<file path="src/rtl/data_mem_arbiter.sv">
// data_mem_arbiter: shares one combinational-read data memory between the CPU
// load/store port (port 0) and a secondary requester (port 1). Ties are broken
// round-robin. A port can keep ownership for a bounded number of cycles with
// its lock input. Load data comes back one cycle after the grant.
module data_mem_arbiter #(
   parameter int ADDRESS_WIDTH = 32,
   parameter int DATA_WIDTH    = 32,
   parameter int MAX_HOLD      = 16
) (
   input  logic                     clk,
   input  logic                     rst,

   input  logic                     req0,
   input  logic                     we0,
   input  logic                     mode0,
   input  logic                     lock0,
   input  logic [ADDRESS_WIDTH-1:0] addr0,
   input  logic [DATA_WIDTH-1:0]    wdata0,
   output logic                     gnt0,
   output logic                     rvalid0,
   output logic [DATA_WIDTH-1:0]    rdata0,

   input  logic                     req1,
   input  logic                     we1,
   input  logic                     mode1,
   input  logic                     lock1,
   input  logic [ADDRESS_WIDTH-1:0] addr1,
   input  logic [DATA_WIDTH-1:0]    wdata1,
   output logic                     gnt1,
   output logic                     rvalid1,
   output logic [DATA_WIDTH-1:0]    rdata1,

   output logic                     mem_we,
   output logic                     mem_mode,
   output logic [ADDRESS_WIDTH-1:0] mem_a,
   output logic [DATA_WIDTH-1:0]    mem_wd,
   input  logic [DATA_WIDTH-1:0]    mem_rd
);

   // The counter must be able to hold MAX_HOLD itself without wrapping.
   localparam int CNT_W = $clog2(MAX_HOLD) + 1;

   // Counter value seen during the last owned cycle; leaving at that edge
   // gives the owner exactly MAX_HOLD consecutive grant opportunities,
   // counting the IDLE cycle in which it first won.
   localparam logic [CNT_W-1:0] HOLD_LAST = CNT_W'(MAX_HOLD - 1);

   // With MAX_HOLD of 1 the winning cycle already uses the whole allowance,
   // so the owned states are never entered.
   localparam bit CAN_LOCK = (MAX_HOLD > 1);

   typedef enum logic [1:0] {
      IDLE = 2'd0,
      OWN0 = 2'd1,
      OWN1 = 2'd2
   } state_t;

   state_t                  state_q, state_d;
   logic [CNT_W-1:0]        cnt_q, cnt_d;
   logic                    last_q, last_d;
   logic                    rvalid0_q, rvalid0_d;
   logic                    rvalid1_q, rvalid1_d;
   logic [DATA_WIDTH-1:0]   rdata0_q, rdata0_d;
   logic [DATA_WIDTH-1:0]   rdata1_q, rdata1_d;
   logic                    grant0;
   logic                    grant1;

   // Grant decision: nothing is granted while reset is held; in IDLE a lone
   // request wins and a tie goes to the port that did not win last time
   // (last_q = 1 means port 1 won last); an owned state only serves its owner.
   always_comb begin
      grant0 = 1'b0;
      grant1 = 1'b0;
      if (!rst) begin
         case (state_q)
            IDLE: begin
               if (req0 && req1) begin
                  grant0 = last_q;
                  grant1 = !last_q;
               end else begin
                  grant0 = req0;
                  grant1 = req1;
               end
            end
            OWN0:    grant0 = req0;
            OWN1:    grant1 = req1;
            default: begin
               grant0 = 1'b0;
               grant1 = 1'b0;
            end
         endcase
      end
   end

   assign gnt0 = grant0;
   assign gnt1 = grant1;

   // Memory request mux: the granted port's request goes straight to the
   // memory; with no grant every memory output is driven to zero.
   always_comb begin
      mem_we   = 1'b0;
      mem_mode = 1'b0;
      mem_a    = '0;
      mem_wd   = '0;
      if (grant0) begin
         mem_we   = we0;
         mem_mode = mode0;
         mem_a    = addr0;
         mem_wd   = wdata0;
      end else if (grant1) begin
         mem_we   = we1;
         mem_mode = mode1;
         mem_a    = addr1;
         mem_wd   = wdata1;
      end
   end

   // Ownership FSM next state: the winner pointer follows every grant, a
   // locked IDLE win enters the owned state with the counter at 1, and the
   // owned state counts every cycle (granted or not) until lock drops or the
   // hold limit is reached. Leaving points the winner at the owner so the
   // other port takes the next tie.
   always_comb begin
      state_d = state_q;
      cnt_d   = cnt_q;
      last_d  = last_q;

      if (grant0) begin
         last_d = 1'b0;
      end else if (grant1) begin
         last_d = 1'b1;
      end

      case (state_q)
         IDLE: begin
            cnt_d = '0;
            if (CAN_LOCK && grant0 && lock0) begin
               state_d = OWN0;
               cnt_d   = CNT_W'(1);
            end else if (CAN_LOCK && grant1 && lock1) begin
               state_d = OWN1;
               cnt_d   = CNT_W'(1);
            end
         end
         OWN0: begin
            cnt_d = cnt_q + CNT_W'(1);
            if (!lock0 || (cnt_q >= HOLD_LAST)) begin
               state_d = IDLE;
               last_d  = 1'b0;
            end
         end
         OWN1: begin
            cnt_d = cnt_q + CNT_W'(1);
            if (!lock1 || (cnt_q >= HOLD_LAST)) begin
               state_d = IDLE;
               last_d  = 1'b1;
            end
         end
         default: begin
            state_d = IDLE;
            cnt_d   = '0;
         end
      endcase
   end

   // Load return path: a granted load captures the memory read data at the
   // end of its grant cycle; the data registers keep their last value
   // between loads so the ports see stable data when rvalid is low.
   always_comb begin
      rvalid0_d = grant0 && !we0;
      rvalid1_d = grant1 && !we1;
      rdata0_d  = rdata0_q;
      rdata1_d  = rdata1_q;
      if (grant0 && !we0) begin
         rdata0_d = mem_rd;
      end
      if (grant1 && !we1) begin
         rdata1_d = mem_rd;
      end
   end

   // All state registers; reset drops ownership, points the winner at port 1
   // so port 0 takes the first tie, and clears the load return registers.
   always_ff @(posedge clk) begin
      if (rst) begin
         state_q   <= IDLE;
         cnt_q     <= '0;
         last_q    <= 1'b1;
         rvalid0_q <= 1'b0;
         rvalid1_q <= 1'b0;
         rdata0_q  <= '0;
         rdata1_q  <= '0;
      end else begin
         state_q   <= state_d;
         cnt_q     <= cnt_d;
         last_q    <= last_d;
         rvalid0_q <= rvalid0_d;
         rvalid1_q <= rvalid1_d;
         rdata0_q  <= rdata0_d;
         rdata1_q  <= rdata1_d;
      end
   end

   // A load that was in flight when reset arrives must not be reported, so
   // the registered valid is masked for the cycle reset is held.
   assign rvalid0 = rvalid0_q && !rst;
   assign rvalid1 = rvalid1_q && !rst;
   assign rdata0  = rdata0_q;
   assign rdata1  = rdata1_q;

endmodule

</file>
<file path="config.mk">
export PLATFORM = sky130hd
export DESIGN_NAME = data_mem_arbiter
export DESIGN_NICKNAME = d
export VERILOG_FILES = /design/src/rtl/data_mem_arbiter.sv
export SDC_FILE = /design/constraint.sdc
export NUM_CORES = 1
export LEC_CHECK = 0
export BUFFER_PORTS_ARGS = -buffer_cell sky130_fd_sc_hd__buf_4
export CAP_MARGIN = 15
export CORE_AREA = 2 2 118 120
export CTS_BUF_LIST = sky130_fd_sc_hd__clkbuf_4 sky130_fd_sc_hd__clkbuf_8 sky130_fd_sc_hd__clkbuf_16
export CTS_CLUSTER_DIAMETER = 120
export DETAILED_ROUTE_END_ITERATION = 8
export DIE_AREA = 0 0 120 122
export PLACE_DENSITY = 0.66
export RECOVER_POWER = 25
export SYNTH_ARGS = -nofsm -noshare
export SYNTH_HDL_FRONTEND = slang
export SYNTH_SLANG_ARGS = --single-unit
export TNS_END_PERCENT = 50
</file>
<file path="constraint.sdc">
create_clock -name clk -period 2.2 [get_ports clk]
set_input_delay 0.44 -clock clk [delete_from_list [all_inputs] [get_ports clk]]
set_output_delay 0.44 -clock clk [all_outputs]
set_load 0.05 [all_outputs]
</file>
# Yosys cells after proc, flatten, opt, wreduce, memory -nomap -nowiden
# Cells that the tools add are included.
totals:
  wordCells: 59
  register_bits: 74
op_classes:
  mux: 27
  n_lt_le_gt_ge: 1
  reduce_logical: 18
  addsub: 1
  n_eq_ne: 5
ops:
  columns: ["cell", "count"]
  rows:
  - ["$mux W32", 4]
  - ["$mux W1", 14]
  - ["$pmux W5 S2", 1]
  - ["$mux W2", 4]
  - ["$logic_and A1 B1 Y1", 7]
  - ["$logic_not A1 Y1", 6]
  - ["$pmux W1 S2", 3]
  - ["$pmux W2 S3", 1]
  - ["$add A5 B1 Y5 const B", 1]
  - ["$ge A5 B4 Y1 const B", 1]
  - ["$ne A2 B2 Y1 const B", 2]
  - ["$ne A3 B3 Y1 const B", 1]
  - ["$reduce_and A3 Y1", 1]
  - ["$eq A2 B1 Y1 const B", 1]
  - ["$eq A2 B2 Y1 const B", 1]
  - ["$logic_not A2 Y1", 1]
  - ["$logic_or A1 B1 Y1", 2]
  - ["$reduce_or A2 Y1", 1]

# Logic depth before layout (Yosys ltp)
# Gate-level depths: netlist of the first run.
logic_depth:
  depth_word: 8
  depth_mapped: 8
  depth_no_buf: 7

# Worst setup path after synthesis of the first run
# OpenSTA, ideal clock, no wires.
synth_path:
  kind: "reg-to-output"
  from: "register state_q[0]"
  to: "output port mem_a[0]"
  required_time_ps: 1760
  n_path_buf: 2
  stages_incl_launch_ff: 9
  slack_ps: -535
  arrival_time_ps: 2295
  cell_sequence: "dfxtp_1 -> inv_1 -> ha_1 -> a21boi_0 -> o21a_1 -> and2_4 -> buf_6 -> buf_6 -> a22o_1"
synth_via:
  elab_chain_len: 5
synth_rtl:
  columns: ["element", "line", "source"]
  rows:
  - ["from (decl)", "58", "state_t state_q, state_d;"]
  - ["from (signal assigned)", "194", "state_q <= state_d;"]
  - ["$eq A2 B2 Y1 / $logic_not A2 Y1 (equally long branches)", "75", "case (state_q)"]
  - ["$pmux W1 S2 *", "75", null]
  - ["$mux W1 *", "74", "if (!rst) begin"]
  - ["net gnt1", "29", "output logic gnt1,"]
  - ["$mux W32 *", "110", "end else if (grant1) begin"]
  - ["$mux W32 *", "105", "if (grant0) begin"]
  - ["to (decl)", "35", "output logic [ADDRESS_WIDTH-1:0] mem_a,"]
# Mark *: on every way through the listed nets, which the timed path passes. The rest lies on a longest branch.

# Worst setup path in the final report of the first run
layout_path:
  from: "register state_q[0]"
  to: "output port mem_a[3]"
layout_via:
  elab_chain_len: 5
layout_rtl:
  columns: ["element", "line"]
  rows:
  - ["$eq A2 B2 Y1 / $logic_not A2 Y1 (equally long branches)", "75"]
  - ["$pmux W1 S2", "75"]
  - ["$mux W1", "74"]
  - ["$mux W32", "110"]
  - ["$mux W32 *", "105"]
# Every way passes the cells marked *; elsewhere a longest branch is shown, timed or not.

==> key figures, run 1 <==
STA
  – Worst hold slack: between 300 and 400 ps
  – Period minus WS final: 2550 ps
  – Hold Vio Cnt, Final: 0
  – Setup TNS: -21650 ps
  – Final Cycle Share: 116%
  – Final setup vio count: 67
  – Relative slew slack: 55.4%
  – Clock skew: 7.89 ps
  – Fmax achieved: just under 400 MHz
  – Final WS setup: -352 ps
  – RSZ-0062 raised after global routing: yes
  – Worst-Margin Slew: about 670 ps
  – Final Max Slew Viols: 0

Drt
  – Via count: 4213
  – DRT iter0 DRCs: 220
  – First drt pass iteration count: 4
  – Met1 WL: between 5 and 6 mm
  – Via-to-Cell Ratio: 4.73
  – Met3 wire len: 1.31 mm
  – Final ANT Viol Nets: 0
  – Drt wl/cell: 18.5 um
  – Top Metal Used: met4
  – WL final: 16.4 mm
  – DR DRC count: 0
  – Met2 WL: 8.91 mm

CTS
  – Clock tree root driver cell: clkbuf_16
  – TritonCTS buffer count: 9
  – Htree depth: 3
  – TritonCTS clock tree: built
  – CTS sink cnt: 74
  – Clock latency on the worst-skew pair: roughly 330 ps
  – Clock buffer depth: 2
  – Worst-path clk slew: 60 ps
  – Hold-fix buffers, CTS: 0

Die
  – Top-level I/O count: 304
  – Die Footprint: 14600 um^2
  – Initial Utilization: a little over a quarter
  – CORE AREA: ~14000 um^2
  – DIE WIDTH: about 120 um
  – Site row count: 43
  – Die Y: approximately 120 um

Global route
  – First-pass GRT wire length: roughly 23 mm
  – Pin count of the biggest net entering global routing: 66
  – Grt total ovfl: 0
  – GRT Util Overall: 20.3%
  – Vias in the first global route: 4129
  – Initial antenna violation count: 1

Flow run
  – Maxcap violations: 0

Pwr
  – Cell Pwr Density: around 710 nW/um^2
  – Total design power: 5.17 mW
  – Maximum vdd drop: 0.527 mV
  – LEAKAGE: ~3.4 nW

Finish
  – Fin cells: 890
  – Share of cells above drive strength 1: 57.0%
  – Commonest non-fill, non-tap cells in the layout: buf_4 (224), dfxtp_1 (72), buf_6 (56), a22o_4 (49), nand2_1 (38)
  – Final core utilization: between 50% and 60%
  – Final net count: 880
  – Area growth syn-to-layout: 103%
  – Post-route design area: about 7300 um^2
  – Most common cell after layout, fill and taps aside: buf_4

Synth
  – FF+latch count, synth: 74
  – Yosys warnings: 0
  – Asr flop ratio synth: 0%
  – Yosys cell types: 40
  – Syn nets: 564
  – Cell Area, Synth: 3600 um^2
  – EDFF count, synth: 0
  – Sequential area share after synthesis: between 40% and 50%
  – Post-synth top flop: dfxtp_1
  – Cells after Synth: 388
  – Top-area cell type share of the netlist area: around two fifths
  – Synthesized area per cell: 9.27 um^2
  – Area leader, netlist: dfxtp_1
  – Main area contributors after synthesis: dfxtp_1 (41%), a22o_1 (16%), mux2i_1 (8.9%)

Setup path
  – Worst R2R Start: state_q[0]
  – Buffers & Inverters on Critical Path: 3
  – Worst path slowest cell: or3_4
  – CP Class: flip-flop to output pin
  – CP Depth: 8
  – Startpoint types: flip-flop
  – Worst EP required: 1760 ps
  – Reg2Reg Capture Point: state_q[0]
  – Critical path cell sequence: inv_4 -> ha_4 -> nor2_2 -> or3_4 -> and2_4 -> buf_8 -> a22o_4 -> buf_8
  – R2r setup slk: 290 ps
  – Reg2Reg Depth: 8
  – CP endpoint kind: output pin
  – Cell mode on critical path: buf_8
  – Crit-path max cell delay: 400 ps
  – Crit path max fanout: 8
  – Cell family with most CP delay: simple AND/OR/NAND/NOR gates
  – Crit path DAT: 2110 ps

Status
  – Outcome: finished, violations left
  – Violated checks: setup timing

Min path
  – Hold Path Stages: 3
  – Worst-case hold path end point: rdata1[24]
  – HP Class: input port to flip-flop
  – Hold path startpoint: mem_rd[24]

Place
  – DP Cell Count: 865
  – PortBufs: 303
  – Area post-placement: 6550 um^2
  – DP Wirelength: 12.6 mm
  – Setup WS pre-CTS: -142 ps
  – Routability cong.: 0.803
==> Yosys cell counts, drive strengths merged, types with 2 or more instances <==
master	count
nor2b	3
buf	20
a22o	66
clkbuf	12
mux2i	32
nand2	38
nand2b	33
o21ai	34
ha	6
nor2	37
or3	2
and2	2
nand3	2
o21a	2
inv	6
and3	2
dfxtp	74
==> worst max-delay path by stage <==
| stage | from | to | slack (ps) |
|---|---|---|---|
| finish | state_q[0] | mem_a[3] | -350 |
| global route | state_q[0] | mem_a[3] | -400 |
| CTS | state_q[1] | mem_a[3] | -380 |
| detailed placement | rst | mem_a[3] | -140 |
| global placement | rst | mem_a[3] | -140 |
| floorplan | rst | mem_a[0] | -20 |
==> what timing repair did <==
item / in CTS / in global routing
gates resized for setup: 87 / 25
setup endpoints to repair: 67 / 67
gates cloned: 2 / 3
pin swaps: 6 / 0
buffers inserted: 2 / 1
==> cells by family after synthesis <==
family                     Yosys count  share of synthesized area (%)
AOI/OAI and AO/OA                  111                           23.6
xor gates and xnor gates             2                          0.487
adders and majority gates            6                           2.09
buffers and inverters               38                           6.37
DFF                                 74                           41.2
muxes                               32                           8.91
and+or+nand+nor                    125                           17.4
==> routing by layer <==
layer,vias to the layer above,GRT usage [%]
met4,0,8.24
met1,1988,21.4
met2,176,37.6
li1,2022,-
met3,27,5.81
met5,-,0
==> cell type report <==
cell class | instances | area, um^2
fillers | 1210 | 6190
repair buffers | 336 | 2870
multi-input cells | 277 | 2390
flip-flops and latches | 74 | 1490
clock buffers | 11 | 246
well taps | 180 | 225
clock inverters | 5 | 62.6
inverters | 6 | 30.0
diodes | 1 | 2.50
==> registers in the layout, summed over array words and instances (netlist names) <==
register and count:
rdata0 32, state_q 2, last_q 1, rvalid1_q 1
rvalid0_q 1, rdata1 32, cnt_q 5
==> where the power goes <==
group	internal [mW]	switching [mW]	total, mW
clock network	0.927	0.555	1.48
registers	1.42	0.0485	1.47
logic	0.971	1.25	2.22
==> worst reg2reg max path: cells and delay by family (launching register included) <==
family / cells / cell delay, ps
buffers and inverters: 3 / 320
DFF: 1 / 370
AOI/OAI and AO/OA: 2 / 560
adders and majority gates: 1 / 180
and+or+nand+nor: 2 / 370
(Power assumes the default switching activity.)
==> run 2, diff against run 1 <==
--- a/config.mk
+++ b/config.mk
@@ -12,7 +12,7 @@
 export CTS_CLUSTER_DIAMETER = 120
 export DETAILED_ROUTE_END_ITERATION = 8
 export DIE_AREA = 0 0 120 122
-export PLACE_DENSITY = 0.66
+export PLACE_DENSITY = 0.63
 export RECOVER_POWER = 25
 export SYNTH_ARGS = -nofsm -noshare
 export SYNTH_HDL_FRONTEND = slang
==> key figures, run 2 (same netlist as run 1, synthesis figures left out) <==
Status
  – Outcome: finished, violations left (unchanged)
  – Violated checks: setup timing (unchanged)

Setup path
  – Worst R2R Start: cnt_q[0] (was state_q[0])
  – Setup crit end: mem_a[22] (was mem_a[3])
  – Cell family with most CP delay: simple AND/OR/NAND/NOR gates (unchanged)
  – Buffers & Inverters on Critical Path: 3 (unchanged)
  – Critical path cell sequence: inv_4 -> ha_4 -> nor2_2 -> or3_4 -> and2_4 -> clkbuf_16 -> a22o_4 -> buf_8 (was inv_4 -> ha_4 -> nor2_2 -> or3_4 -> and2_4 -> buf_8 -> a22o_4 -> buf_8)
  – CP Class: flip-flop to output pin (unchanged)
  – Crit-path max cell delay: 390 ps (was 400 ps)
  – Worst path slowest cell: or3_4 (unchanged)
  – Crit path max fanout: 7 (was 8)
  – CP Depth: 8 (unchanged)
  – CP endpoint kind: output pin (unchanged)
  – Reg2Reg Capture Point: state_q[0] (unchanged)
  – Crit path DAT: 2140 ps (was 2110 ps)
  – Reg2Reg Depth: 6 (was 8)
  – Startpoint types: flip-flop (unchanged)
  – R2r setup slk: 330 ps (was 290 ps)
  – Setup crit start: state_q[0] (unchanged)
  – Worst EP required: 1760 ps (about the same)

Drt
  – First drt pass iteration count: 4 (unchanged)
  – DRT iter0 DRCs: 155 (was 220)
  – Top Metal Used: met4 (unchanged)
  – DR DRC count: 0 (unchanged)
  – Met3 wire len: 1.58 mm (was 1.31 mm)
  – Via count: 4250 (was 4213)
  – Drt wl/cell: 18.2 um (was 18.5 um)
  – WL final: 16.2 mm (was 16.4 mm)
  – Via-to-Cell Ratio: 4.78 (was 4.73)
  – Met1 WL: 5.75 mm (was 5.83 mm)
  – Final ANT Viol Nets: 0 (unchanged)
  – Met2 WL: 8.29 mm (was 8.91 mm)

Pwr
  – Cell Pwr Density: 716 nW/um^2 (was 707 nW/um^2)
  – P_int: 3.46 mW (was 3.32 mW)
  – Combinational power share: 41.9% (was 43.0%)
  – Clk network pwr share: 30.4% (was 28.7%)
  – LEAKAGE: 3.39 nW (was 3.36 nW)
  – Register share of total power: 27.6% (was 28.4%)
  – Net Switching: 1.85 mW (was 1.86 mW)
  – Maximum vdd drop: 0.579 mV (was 0.527 mV)
  – Net Sw Frac: 34.8% (was 35.9%)

CTS
  – Htree depth: 3 (unchanged)
  – CTS sink cnt: 74 (unchanged)
  – Clock latency on the worst-skew pair: 330 ps (about the same)
  – Worst-path clk slew: 60 ps (about the same)
  – TritonCTS clock tree: built (unchanged)
  – Clock tree root driver cell: clkbuf_16 (unchanged)
  – TritonCTS buffer count: 9 (unchanged)
  – Hold-fix buffers, CTS: 0 (unchanged)
  – Clock buffer depth: 2 (unchanged)

STA
  – Final Max Slew Viols: 0 (unchanged)
  – Final Cycle Share: 117% (was 116%)
  – Hold Vio Cnt, Final: 0 (unchanged)
  – Setup TNS: -23910 ps (was -21650 ps)
  – Final WS setup: -384 ps (was -352 ps)
  – Fmax achieved: 387 MHz (was 392 MHz)
  – RSZ-0062 raised after global routing: yes (unchanged)
  – Relative slew slack: 54.3% (was 55.4%)
  – Clock skew: 11.5 ps (was 7.89 ps)
  – Final setup vio count: 67 (unchanged)
  – Period minus WS final: 2580 ps (was 2550 ps)
  – Worst-Margin Slew: 685 ps (was 672 ps)

Global route
  – Grt total ovfl: 0 (unchanged)
  – GRT Util Overall: 19.0% (was 20.3%)
  – First-pass GRT wire length: 21.8 mm (was 22.7 mm)
  – Pin count of the biggest net entering global routing: 72 (was 66)
  – Initial antenna violation count: 1 (unchanged)
  – Vias in the first global route: 4149 (was 4129)

Finish
  – Most common cell after layout, fill and taps aside: buf_4 (unchanged)
  – Commonest non-fill, non-tap cells in the layout: buf_4 (216), dfxtp_1 (72), buf_6 (55), a22o_4 (51), nand2_1 (38) (was buf_4 (224), dfxtp_1 (72), buf_6 (56), a22o_4 (49), nand2_1 (38))
  – Area growth syn-to-layout: 106% (was 103%)
  – Final core utilization: 54.9% (was 54.2%)
  – Post-route design area: 7410 um^2 (was 7320 um^2)
  – Final net count: 880 (unchanged)
  – Reg area: 1490 um^2 (unchanged)
  – Multi-input logic area: 2400 um^2 (was 2390 um^2)
  – Share of cells above drive strength 1: 56.3% (was 57.0%)
  – # fillers: 1189 (was 1210)

Die
  – DIE WIDTH: 120 um (unchanged)
  – Initial Utilization: 26.6% (unchanged)
  – Site row count: 43 (unchanged)
  – Die Y: 122 um (unchanged)
  – Die Footprint: 14600 um^2 (unchanged)
  – Top-level I/O count: 304 (unchanged)
  – CORE AREA: 13500 um^2 (unchanged)

Place
  – Routability cong.: 0.823 (was 0.803)
  – DP Wirelength: 11.5 mm (was 12.6 mm)
  – PortBufs: 303 (unchanged)
  – Area post-placement: 6500 um^2 (was 6550 um^2)

Min path
  – HP Class: input port to flip-flop (unchanged)
  – Hold Path Stages: 3 (unchanged)

Flow run
  – Maxcap violations: 0 (unchanged)
==> run 2: how the worst min path moves through the flow <==
stage	start	slack (ps)	endpoint
2_1_floorplan	cnt_q[3]	490	cnt_q[3]
3_3_place_gp	rdata1[4]	460	rdata1[4]
3_5_place_dp	rdata1[14]	470	rdata1[14]
4_1_cts	mem_rd[11]	300	rdata1[11]
5_1_grt	mem_rd[10]	320	rdata1[10]
6_report	mem_rd[11]	310	rdata1[11]
==> run 2: area by class of cell <==
class / count / area share [%]
Antenna cell: 1 / 0.0338
Clock buffer: 11 / 3.41
Clock inverter: 5 / 1.13
Inverter: 6 / 0.371
Multi-Input combinational cell: 277 / 32.4
Sequential cell: 74 / 20.1
Tap cell: 180 / 3.04
Timing Repair Buffer: 336 / 39.6
==> run 2: layer usage <==
layer	global-route usage (%)	up-vias
met2	34.3	197
met4	8.01	0
met1	19.4	1995
met3	7.96	36
met5	0	-
li1	-	2022
==> run 2: stage by stage <==
| step | instances | total power [mW] | worst slack, ps | hold slack, ps |
|---|---|---|---|---|
| finish | 890 | 5.30 | -384 | 310 |
| global route | 889 | 5.49 | -446 | 315 |
| CTS | 875 | 5.21 | -388 | 297 |
| detailed placement | 858 | 3.45 | -87.7 | 467 |
| global placement | 858 | 3.42 | -67.6 | 461 |
| floorplan | 388 | 2.78 | -18.4 | 486 |
==> run 2: repair_timing <==
item / 4_1_cts / 5_1_grt
setup endpoints to repair: 67 / 67
pin swaps: 0 / 7
setup buffers: 0 / 3
resized for setup: 69 / 38
cloned: 1 / 11
==> run 2: worst min-delay path, delay by kind of cell <==
family | cells | cell delay, ps
simple gates | 1 | 30
buf+inv | 1 | 80
compound gates | 1 | 50
==> run 2: power by group through the flow <==
stage	Clock, mW	Sequential (mW)	Combinational, mW
global route	1.70	1.48	2.32
floorplan	0	1.70	1.08
finish	1.61	1.47	2.22
detailed placement	0	1.49	1.96
CTS	1.65	1.47	2.09
global placement	0	1.49	1.94
==> run 3, diff against run 2 <==
--- a/config.mk
+++ b/config.mk
@@ -17,4 +17,4 @@
 export SYNTH_ARGS = -nofsm -noshare
 export SYNTH_HDL_FRONTEND = slang
 export SYNTH_SLANG_ARGS = --single-unit
-export TNS_END_PERCENT = 50
+export TNS_END_PERCENT = 100
==> key figures, run 3 (same netlist as run 1, synthesis figures left out) <==
Status
  – Outcome: finished, violations left (unchanged)
  – Violated checks: setup timing (unchanged)

CTS
  – TritonCTS clock tree: built (unchanged)
  – Clock tree root driver cell: clkbuf_16 (unchanged)
  – Clock latency on the worst-skew pair: 330 ps (about the same)
  – TritonCTS buffer count: 9 (unchanged)
  – CTS sink cnt: 74 (unchanged)
  – Hold-fix buffers, CTS: 0 (unchanged)
  – Htree depth: 3 (unchanged)
  – Worst-path clk slew: 50 ps (was 60 ps)
  – Clock buffer depth: 2 (unchanged)

Die
  – Die Y: 122 um (unchanged)
  – Die Footprint: 14600 um^2 (unchanged)
  – Initial Utilization: 26.6% (unchanged)
  – Site row count: 43 (unchanged)
  – DIE WIDTH: 120 um (unchanged)
  – CORE AREA: 13500 um^2 (unchanged)
  – Top-level I/O count: 304 (unchanged)

Pwr
  – LEAKAGE: 3.39 nW (about the same)
  – Net Sw Frac: 35.5% (was 34.8%)
  – Register share of total power: 28.8% (was 27.6%)
  – Net Switching: 1.81 mW (was 1.85 mW)
  – Total design power: 5.09 mW (was 5.30 mW)
  – Cell Pwr Density: 692 nW/um^2 (was 716 nW/um^2)
  – Combinational power share: 43.8% (was 41.9%)
  – Clk network pwr share: 27.4% (was 30.4%)
  – Maximum vdd drop: 0.472 mV (was 0.579 mV)
  – P_int: 3.29 mW (was 3.46 mW)

Drt
  – Final ANT Viol Nets: 0 (unchanged)
  – First drt pass iteration count: 5 (was 4)
  – Via-to-Cell Ratio: 4.70 (was 4.78)
  – Drt wl/cell: 16.9 um (was 18.2 um)
  – DR DRC count: 0 (unchanged)
  – DRT iter0 DRCs: 139 (was 155)
  – WL final: 15.1 mm (was 16.2 mm)
  – Via count: 4195 (was 4250)

Setup path
  – Setup crit start: state_q[0] (unchanged)
  – Crit path DAT: 2120 ps (was 2140 ps)
  – Critical path cell sequence: inv_4 -> ha_4 -> nor2_2 -> or3_4 -> and2_4 -> clkbuf_16 -> a22o_4 -> buf_8 (unchanged)
  – Crit path max fanout: 5 (was 7)
  – Crit-path max cell delay: 400 ps (was 390 ps)
  – CP endpoint kind: output pin (unchanged)
  – Worst R2R Start: state_q[0] (was cnt_q[0])
  – Buffers & Inverters on Critical Path: 3 (unchanged)
  – CP Class: flip-flop to output pin (unchanged)
  – Worst path slowest cell: or3_4 (unchanged)
  – Cell family with most CP delay: simple AND/OR/NAND/NOR gates (unchanged)
  – Worst EP required: 1760 ps (about the same)
  – Startpoint types: flip-flop (unchanged)
  – R2r setup slk: 230 ps (was 330 ps)

Finish
  – Number of inserted diodes: 0 (was 1)
  – Commonest non-fill, non-tap cells in the layout: buf_4 (227), dfxtp_1 (72), buf_6 (55), a22o_4 (50), nand2_1 (38) (was buf_4 (216), dfxtp_1 (72), buf_6 (55), a22o_4 (51), nand2_1 (38))
  – Multi-input logic area: 2400 um^2 (about the same)
  – Reg area: 1490 um^2 (unchanged)
  – Share of cells above drive strength 1: 57.2% (was 56.3%)
  – Area growth syn-to-layout: 105% (was 106%)
  – Most common cell after layout, fill and taps aside: buf_4 (unchanged)
  – Final net count: 884 (was 880)
  – # fillers: 1217 (was 1189)
  – Fin cells: 893 (was 890)

STA
  – Final Cycle Share: 116% (was 117%)
  – Worst-Margin Slew: 647 ps (was 685 ps)
  – Clock skew: 3.68 ps (was 11.5 ps)
  – Period minus WS final: 2560 ps (was 2580 ps)
  – Relative slew slack: 57.1% (was 54.3%)
  – Final Max Slew Viols: 0 (unchanged)
  – Fmax achieved: 391 MHz (was 387 MHz)
  – Setup TNS: -21770 ps (was -23910 ps)
  – Worst hold slack: 318 ps (was 310 ps)
  – RSZ-0062 raised after global routing: yes (unchanged)
  – Final WS setup: -358 ps (was -384 ps)
  – Final setup vio count: 67 (unchanged)
  – Hold Vio Cnt, Final: 0 (unchanged)

Global route
  – Grt total ovfl: 0 (unchanged)
  – GRT Util Overall: 19.2% (was 19.0%)
  – Met1 GRT Util: 20.6% (was 19.4%)
  – First-pass GRT wire length: 22.2 mm (was 21.8 mm)
  – GRT Max-Usage Layer: met2 (unchanged)
  – Initial antenna violation count: 0 (was 1)
  – Met3 usage: 6.69% (was 7.96%)
  – Vias in the first global route: 4306 (was 4149)
  – M2 GR Usage: 34.9% (was 34.3%)
  – Pin count of the biggest net entering global routing: 66 (was 72)

Place
  – DP Cell Count: 864 (was 858)
  – DP Wirelength: 11.3 mm (was 11.5 mm)
  – Routability cong.: 0.837 (was 0.823)
  – PortBufs: 303 (unchanged)

Min path
  – HP Class: input port to flip-flop (unchanged)
  – Hold path startpoint: mem_rd[20] (was mem_rd[11])

Flow run
  – Maxcap violations: 0 (unchanged)
## run 3: area by class of cell
type                            instances  share of cell area [%]
Clock buffer                           14                    3.82
Multi-Input combinational cell        277                    32.5
Inverter                                6                   0.408
Clock inverter                          2                   0.136
Tap cell                              180                    3.06
Sequential cell                        74                    20.2
Timing Repair Buffer                  340                    39.8
## run 3: power by group through the flow
stage                     clock network (mW)  registers (mW)  logic (mW)
after CTS                               1.43            1.47        2.19
after global placement                     0            1.49        1.95
after floorplan                            0            1.70        1.08
final                                   1.40            1.47        2.23
after detailed placement                   0            1.49        1.97
after global routing                    1.49            1.48        2.33
## run 3: per-stage QoR
stage | setup WS (ps) | util [%] | instance area [um^2]
global route | -418 | 54.5 | 7360
global placement | -115 | 48.4 | 6540
detailed placement | -134 | 48.4 | 6540
CTS | -407 | 54.2 | 7320
floorplan | -18.4 | - | 4030
finish | -358 | 54.5 | 7360
## run 3: layer usage
metal  part of all wire [%]  wire length, um  vias to the layer above
li1                       -                -                     2036
met1                     38             5720                     1954
met2                     51             7720                      182
met3                    8.8             1330                       23
met4                    2.2              337                        0
met5                      0                0                        -
## run 3: worst paths after layout
path	endpoint	cells past startpoint
min	rdata1[20]	3
max reg2reg	state_q[0]	8
max	mem_wd[4]	8
min reg2reg	rdata1[9]	2
## run 3: worst reg2reg max path, cell delays in order (launching register included)
cell,delay [ps]
dfxtp_4,370
inv_4,70
buf_4,100
ha_1,190
buf_4,150
nand2_1,50
a2111o_1,450
or3_1,340
o311ai_0,120
## run 3: timing repair
item,CTS,global route
endpoints found under the setup margin,67,67
pin swaps,7,2
buffers inserted,4,2
gates cloned,3,4
gates resized for setup,99,16
